### config.mk
export PLATFORM = sky130hd
export DESIGN_NAME = control_unit
export DESIGN_NICKNAME = d
export VERILOG_FILES = /design/src/rtl/control_unit_pkg.sv /design/src/rtl/control_unit.sv
export SDC_FILE = /design/constraint.sdc
export NUM_CORES = 1
export LEC_CHECK = 0
export ABC_CLOCK_PERIOD_IN_PS = 4900
export CORE_ASPECT_RATIO = 1.25
export CORE_MARGIN = 1
export CORE_UTILIZATION = 50
export DETAILED_ROUTE_END_ITERATION = 16
export MAX_ROUTING_LAYER = met4
export PLACE_DENSITY_LB_ADDON = 0.15
export SLEW_MARGIN = 5
export SYNTH_ARGS = -nofsm -noshare
export SYNTH_HDL_FRONTEND = slang
export SYNTH_SLANG_ARGS = --single-unit
### constraint.sdc
create_clock -name clk -period 4.9 [get_ports clk]
set_clock_uncertainty 0.2 [all_clocks]
set_input_delay 0.98 -clock clk [delete_from_list [all_inputs] [get_ports clk]]
set_output_delay 0.98 -clock clk [all_outputs]
set_load 0.02 [all_outputs]
### src/rtl/control_unit_pkg.sv
// rtl/control_unit_pkg.sv - shared core defines: control FSM state codes and width
package control_unit_pkg;

  localparam int STATE_W = 3;

  typedef enum logic [STATE_W-1:0] {
    S_FETCH     = 3'd0,
    S_DECODE    = 3'd1,
    S_EXECUTE   = 3'd2,
    S_MEMORY    = 3'd3,
    S_BRANCH    = 3'd4,
    S_WRITEBACK = 3'd5,
    S_SKIP      = 3'd6,
    S_HALT      = 3'd7
  } state_e;

  // An instruction retires on the cycle it leaves one of these states.
  function automatic logic is_retire(input state_e s);
    return (s == S_BRANCH) || (s == S_WRITEBACK) || (s == S_SKIP);
  endfunction

endpackage

### src/rtl/control_unit.sv
// rtl/control_unit.sv - multi-cycle CPU control FSM with flash wait and retire counter
module control_unit
  import control_unit_pkg::*;
#(
  parameter int unsigned FLASH_WAIT = 1
) (
  input  logic               clk,
  input  logic               rst,
  input  logic               halt,
  input  logic               ig_ex,
  input  logic               mem_en,
  input  logic               mem_wr,
  input  logic               br_en,
  input  logic               br_L,
  input  logic               write_rd,
  input  logic               write_rn,
  input  logic               update_flags,
  input  logic               mem_ack,
  output logic               ld_ir,
  output logic               ld_pc,
  output logic               ld_lr,
  output logic               ld_sp,
  output logic               ld_rd,
  output logic               ld_rn,
  output logic               ld_apsr,
  output logic               ld_ipsr,
  output logic               ld_primask,
  output logic               branch,
  output logic               cu_execute,
  output logic               wr_en,
  output logic               led_en,
  output logic               mem_req,
  output logic               halted,
  output logic [STATE_W-1:0] state,
  output logic [31:0]        inst_count
);

  localparam logic [3:0] WAIT_LAST = 4'(FLASH_WAIT);

  state_e      state_q;
  logic [3:0]  wait_q;
  logic [31:0] count_q;

  always_ff @(posedge clk or negedge rst) begin
    if (!rst) begin
      state_q <= S_FETCH;
      wait_q  <= '0;
      count_q <= '0;
    end else begin
      if (is_retire(state_q)) begin
        count_q <= count_q + 32'd1;
      end
      case (state_q)
        S_FETCH: begin
          if (wait_q == WAIT_LAST) begin
            wait_q  <= '0;
            state_q <= S_DECODE;
          end else begin
            wait_q <= wait_q + 4'd1;
          end
        end
        S_DECODE:  state_q <= ig_ex ? S_SKIP : S_EXECUTE;
        S_EXECUTE: state_q <= mem_en ? S_MEMORY : (br_en ? S_BRANCH : S_WRITEBACK);
        S_MEMORY:  if (mem_ack) state_q <= S_WRITEBACK;
        S_BRANCH, S_WRITEBACK, S_SKIP: state_q <= halt ? S_HALT : S_FETCH;
        S_HALT:    if (!halt) state_q <= S_FETCH;
        default:   state_q <= S_FETCH;
      endcase
    end
  end

  // Strobes are gated by rst so they drop the instant reset asserts, even mid-cycle.
  always_comb begin
    ld_ir      = 1'b0;
    ld_pc      = 1'b0;
    ld_lr      = 1'b0;
    ld_rd      = 1'b0;
    ld_rn      = 1'b0;
    ld_apsr    = 1'b0;
    branch     = 1'b0;
    cu_execute = 1'b0;
    wr_en      = 1'b0;
    led_en     = 1'b0;
    mem_req    = 1'b0;
    halted     = 1'b0;
    if (rst) begin
      case (state_q)
        S_FETCH:   ld_ir = (wait_q == WAIT_LAST);
        S_EXECUTE: cu_execute = 1'b1;
        S_MEMORY: begin
          mem_req = 1'b1;
          wr_en   = mem_wr;
        end
        S_BRANCH: begin
          ld_pc  = 1'b1;
          branch = 1'b1;
          ld_lr  = br_L;
        end
        S_WRITEBACK: begin
          ld_pc   = 1'b1;
          ld_rd   = write_rd;
          ld_rn   = write_rn;
          ld_apsr = update_flags;
          led_en  = write_rd;
        end
        S_SKIP:    ld_pc = 1'b1;
        S_HALT:    halted = 1'b1;
        default:   ;
      endcase
    end
  end

  // Reserved for exception entry.
  assign ld_sp      = 1'b0;
  assign ld_ipsr    = 1'b0;
  assign ld_primask = 1'b0;

  assign state      = state_q;
  assign inst_count = count_q;

endmodule
==> results.md <==
CTS:
- The TritonCTS clock tree is yes.
- The clock passes through at most 2 buffers.
- The number of hold buffers added after CTS is 0.
- Clock tree synthesis selected as its root buffer the cell sky130_fd_sc_hd__clkbuf_8.
- Buffers added to address setup during post-CTS repair amount to 0.
- Clock-pin slew was measured on the worst setup and hold paths at 80 ps.
- The H-tree was split into 2 levels.
- The post-cts repair resize count is 0.
- CTS saw 39 sinks.
- The number of buffers added by the clock tree synthesis step is 5.
- The latest clock arrival within the worst-skew pair is 290 ps.

Route:
- The number of detailed-route iterations in the first pass is 4.
- The number of design-rule violations left by the first detailed-router iteration is 38.
- After detailed routing, the number of remaining DRC violations is 0.
- The average wire per cell in the routed design is 14.26 um.
- The average via count per standard cell is 5.281.
- The total wirelength of the detailed-routed design is 4208 um.
- The residual antenna-violating net count after detailed routing is 0.
- The routed layout has 1558 vias.

Setup path:
- Data on the critical path is required at its endpoint by 3720 ps.
- For flop-to-flop paths, the worst setup slack is 2640 ps.
- The capture point of the worst reg-to-reg path is inst_count[27]$_DFFE_PN0P_.
- The launching element of the worst setup path is rst.
- The critical path ends at ld_pc.
- The number of cells on the worst reg-to-reg path is 4.
- The start-to-end type of the worst setup path is primary input to primary output.
- The start of the worst register-to-register path is state[2]$_DFFE_PN0P_.
- The critical path capture point type is a primary output.
- The type of origin of the critical path is a primary input.
- At the worst endpoint, the arrival time is 2450 ps.
- Of all nets on the critical path, the largest fanout is 33.

Layout:
- The final antenna diode count is 0.
- The footprint of the flip-flops and latches is 975.9 um^2.
- In the final layout, the multi-input gates occupy 914.6 um^2.
- From synthesis to final layout, the design area changed by 35.56%.
- The proportion of layout cells with a drive suffix above 1 is 6.639%.
- The total number of nets in the final design is 253.
- The filler cell count is 302.

Synth:
- The synthesized instance count is 183.
- The post-synthesis sequential element count is 39.
- Of all cell types, the one taking the most synthesized area is sky130_fd_sc_hd__dfrtp_1.
- The distinct cell type count of the synthesized netlist is 33.
- The area share of the largest cell type after synthesis is 49.62%.
- The synthesized netlist occupies a cell area of 1967 um^2.
- The post-synthesis area per instance is 10.75 um^2.
- Counting flops with an async set or reset pin after synthesis yields a share of 100.0%.
- The synthesized design contains 0 enable-type register cells.
- The most used flip-flop cell after synthesis is sky130_fd_sc_hd__dfrtp_1.
- The share of the Yosys chip area taken by registers is 49.62%.
- Ranked by total cell area, the synthesized netlist is headed by sky130_fd_sc_hd__dfrtp_1 (50%), sky130_fd_sc_hd__xnor2_1 (13%), sky130_fd_sc_hd__nand4_1 (4.8%).
- The number of synthesis warnings is 0.

GRT:
- Global routing used 22.65% of the available tracks.
- The first global-routing pass estimated 6927 um of wire.
- The maximum number of pins on one net before global-route repair is 34.
- The initial antenna violation count is 0.
- The number of global-route vias before repair came to 1526.
- After global routing the overflow that remains totals 0.

Power and ir drop:
- The part of the power in registers is 42.1%.
- The leakage power is 1.140 nW.
- The combinational share of power is 32.2%.
- In this run, the clock network consumes 25.7% of the power.
- The net switching share of the total power is 34.58%.
- Summed over all nets, the switching power comes to 0.3691 mW.
- For this design the ratio of total power to cell area is 400.3 nW/um^2.
- The internal power summed over all cells is 0.6982 mW.
- The largest voltage drop on the vdd net is 0.0002544 V.

Place:
- The half-perimeter wire length after detailed placement is 3040 um.
- OpenSTA, run right after detailed placement, puts the worst setup slack at 1244 ps.
- The count of buffers added on input and output ports is 58.
- The global placer's final weighted congestion is 0.7477.

Floorplan:
- After floorplanning, the core was divided into 25 placement rows.
- The top-level port count is 62.
- The core area is 3785 um^2.
- The floorplan step set the die width to 58.10 um.
- For this configuration, the core starts out at a cell density of 51.97%.
- The die height is 72.13 um.
- The die covers 4190 um^2.

STA:
- The highest attainable clock frequency is 275.5 MHz.
- The final hold violation count is 0.
- The number of endpoints failing setup at the final stage is 0.
- Across all hold checks on the routed design, the worst slack comes to 274.7 ps.
- The final sum of negative setup slack is 0 ps.
- For the pin with the worst max-slew slack, the measured transition is 704.3 ps.
- Setup repair after global routing left no endpoint under its margin.
- The worst path uses 74.07% of the clock period.
- The worst pin sits at a relative slew slack of 52.69%.
- The smallest setup slack after layout is 1271 ps.
- The final critical-path required period is 3629 ps.
- The count of pins over their slew limit was 0.

Run status:
- The flow ran to the end, and the final reports show no timing, DRC or antenna violations.

Flow run:
- The tool flagged a number of max-cap violations equal to 0.

Worst hold path:
- In this run the worst hold path is classified as flop to flop.
==> cell usage after synthesis (3+ instances only) <==
| cell | number |
|---|---|
| sky130_fd_sc_hd__nand3_1 | 11 |
| sky130_fd_sc_hd__xnor2_1 | 29 |
| sky130_fd_sc_hd__buf_4 | 5 |
| sky130_fd_sc_hd__a21oi_1 | 3 |
| sky130_fd_sc_hd__and4_1 | 3 |
| sky130_fd_sc_hd__dfrtp_1 | 39 |
| sky130_fd_sc_hd__xor2_1 | 5 |
| sky130_fd_sc_hd__and2_1 | 12 |
| sky130_fd_sc_hd__clkbuf_1 | 3 |
| sky130_fd_sc_hd__nand2_1 | 15 |
| sky130_fd_sc_hd__nand4_1 | 15 |
| sky130_fd_sc_hd__nor2_1 | 8 |
| sky130_fd_sc_hd__nor3_1 | 3 |
| sky130_fd_sc_hd__and3_1 | 8 |
==> power groups by stage <==
stage	clock, mW	combinational, mW	sequential, mW
final	0.274	0.344	0.450
after global routing	0.294	0.371	0.462
after CTS	0.279	0.346	0.450
after detailed placement	0	0.344	0.454
after global placement	0	0.335	0.449
after floorplan	0	0.192	0.464
==> through the flow <==
stage	power, mW	cells	utilization, %	area (um^2)
floorplan	0.6563	185	-	1974
global placement	0.7846	287	67.34	2549
detailed placement	0.7987	287	67.34	2549
CTS	1.075	295	70.45	2666
global route	1.127	295	70.45	2666
finish	1.067	295	70.45	2666
==> layout by cell type (no fill, tap or decap), types with 2 or more instances in the layout <==
cell type and count:
sky130_fd_sc_hd__a21oi_1 3, sky130_fd_sc_hd__a31oi_1 2, sky130_fd_sc_hd__and2_1 12, sky130_fd_sc_hd__and3_1 8
sky130_fd_sc_hd__and4_1 3, sky130_fd_sc_hd__clkbuf_8 6, sky130_fd_sc_hd__clkdlybuf4s50_1 57, sky130_fd_sc_hd__conb_1 3
sky130_fd_sc_hd__dfrtp_1 39, sky130_fd_sc_hd__inv_1 2, sky130_fd_sc_hd__nand2_1 15, sky130_fd_sc_hd__nand3_1 11
sky130_fd_sc_hd__nand4_1 15, sky130_fd_sc_hd__nor2_1 8, sky130_fd_sc_hd__nor3_1 3, sky130_fd_sc_hd__nor4_4 2
sky130_fd_sc_hd__o21ai_0 2, sky130_fd_sc_hd__xnor2_1 29, sky130_fd_sc_hd__xor2_1 5
==> per-layer routing <==
layer | part of all wire, % | global-route usage, % | vias up | routed length [um]
met4 | 1.3 | 8.201 | 0 | 53
met1 | 42 | 25.71 | 760 | 1761
met2 | 53 | 38.70 | 50 | 2218
met3 | 4.2 | 5.348 | 5 | 175
met5 | 0 | - | - | 0
li1 | - | - | 743 | -
==> logic make-up after synthesis <==
logic type,Yosys count,synth area share [%]
muxes,1,0.5089
AOI/OAI and AO/OA,11,3.944
other,1,0.1907
xor gates and xnor gates,34,15.14
buffers and inverters,13,4.262
DFF,39,49.62
adders and majority gates,1,0.6360
and+or+nand+nor,83,25.70
==> critical path, cell delays in order <==
cell and delay, ps:
sky130_fd_sc_hd__buf_2 240, sky130_fd_sc_hd__buf_4 430, sky130_fd_sc_hd__and2_1 190, sky130_fd_sc_hd__clkdlybuf4s50_1 600
==> how the worst min path moves through the flow <==
stage	startpoint	end	slack (ps)	depth (start not counted)
3_5_place_dp	inst_count[31]$_DFFE_PN0P_	inst_count[31]$_DFFE_PN0P_	260	1
2_1_floorplan	wait_q[0]$_DFFE_PN0N_	wait_q[0]$_DFFE_PN0N_	250	1
4_1_cts	inst_count[31]$_DFFE_PN0P_	inst_count[31]$_DFFE_PN0P_	280	1
3_3_place_gp	inst_count[31]$_DFFE_PN0P_	inst_count[31]$_DFFE_PN0P_	260	1
6_report	inst_count[31]$_DFFE_PN0P_	inst_count[31]$_DFFE_PN0P_	270	1
5_1_grt	inst_count[22]$_DFFE_PN0P_	inst_count[22]$_DFFE_PN0P_	320	1
==> area by class of cell <==
cell class | count | share of cell area, %
flip-flops and latches | 39 | 36.60
multi-input cells | 133 | 34.30
repair buffers | 59 | 21.87
clock buffers | 6 | 3.097
well taps | 54 | 2.534
clock inverters | 2 | 1.314
inverters | 2 | 0.2816
==> registers in the layout, summed over array words and instances (netlist names) <==
name and flops:
inst_count 32, state 3, wait_q 4
(Power assumes the default switching activity.)
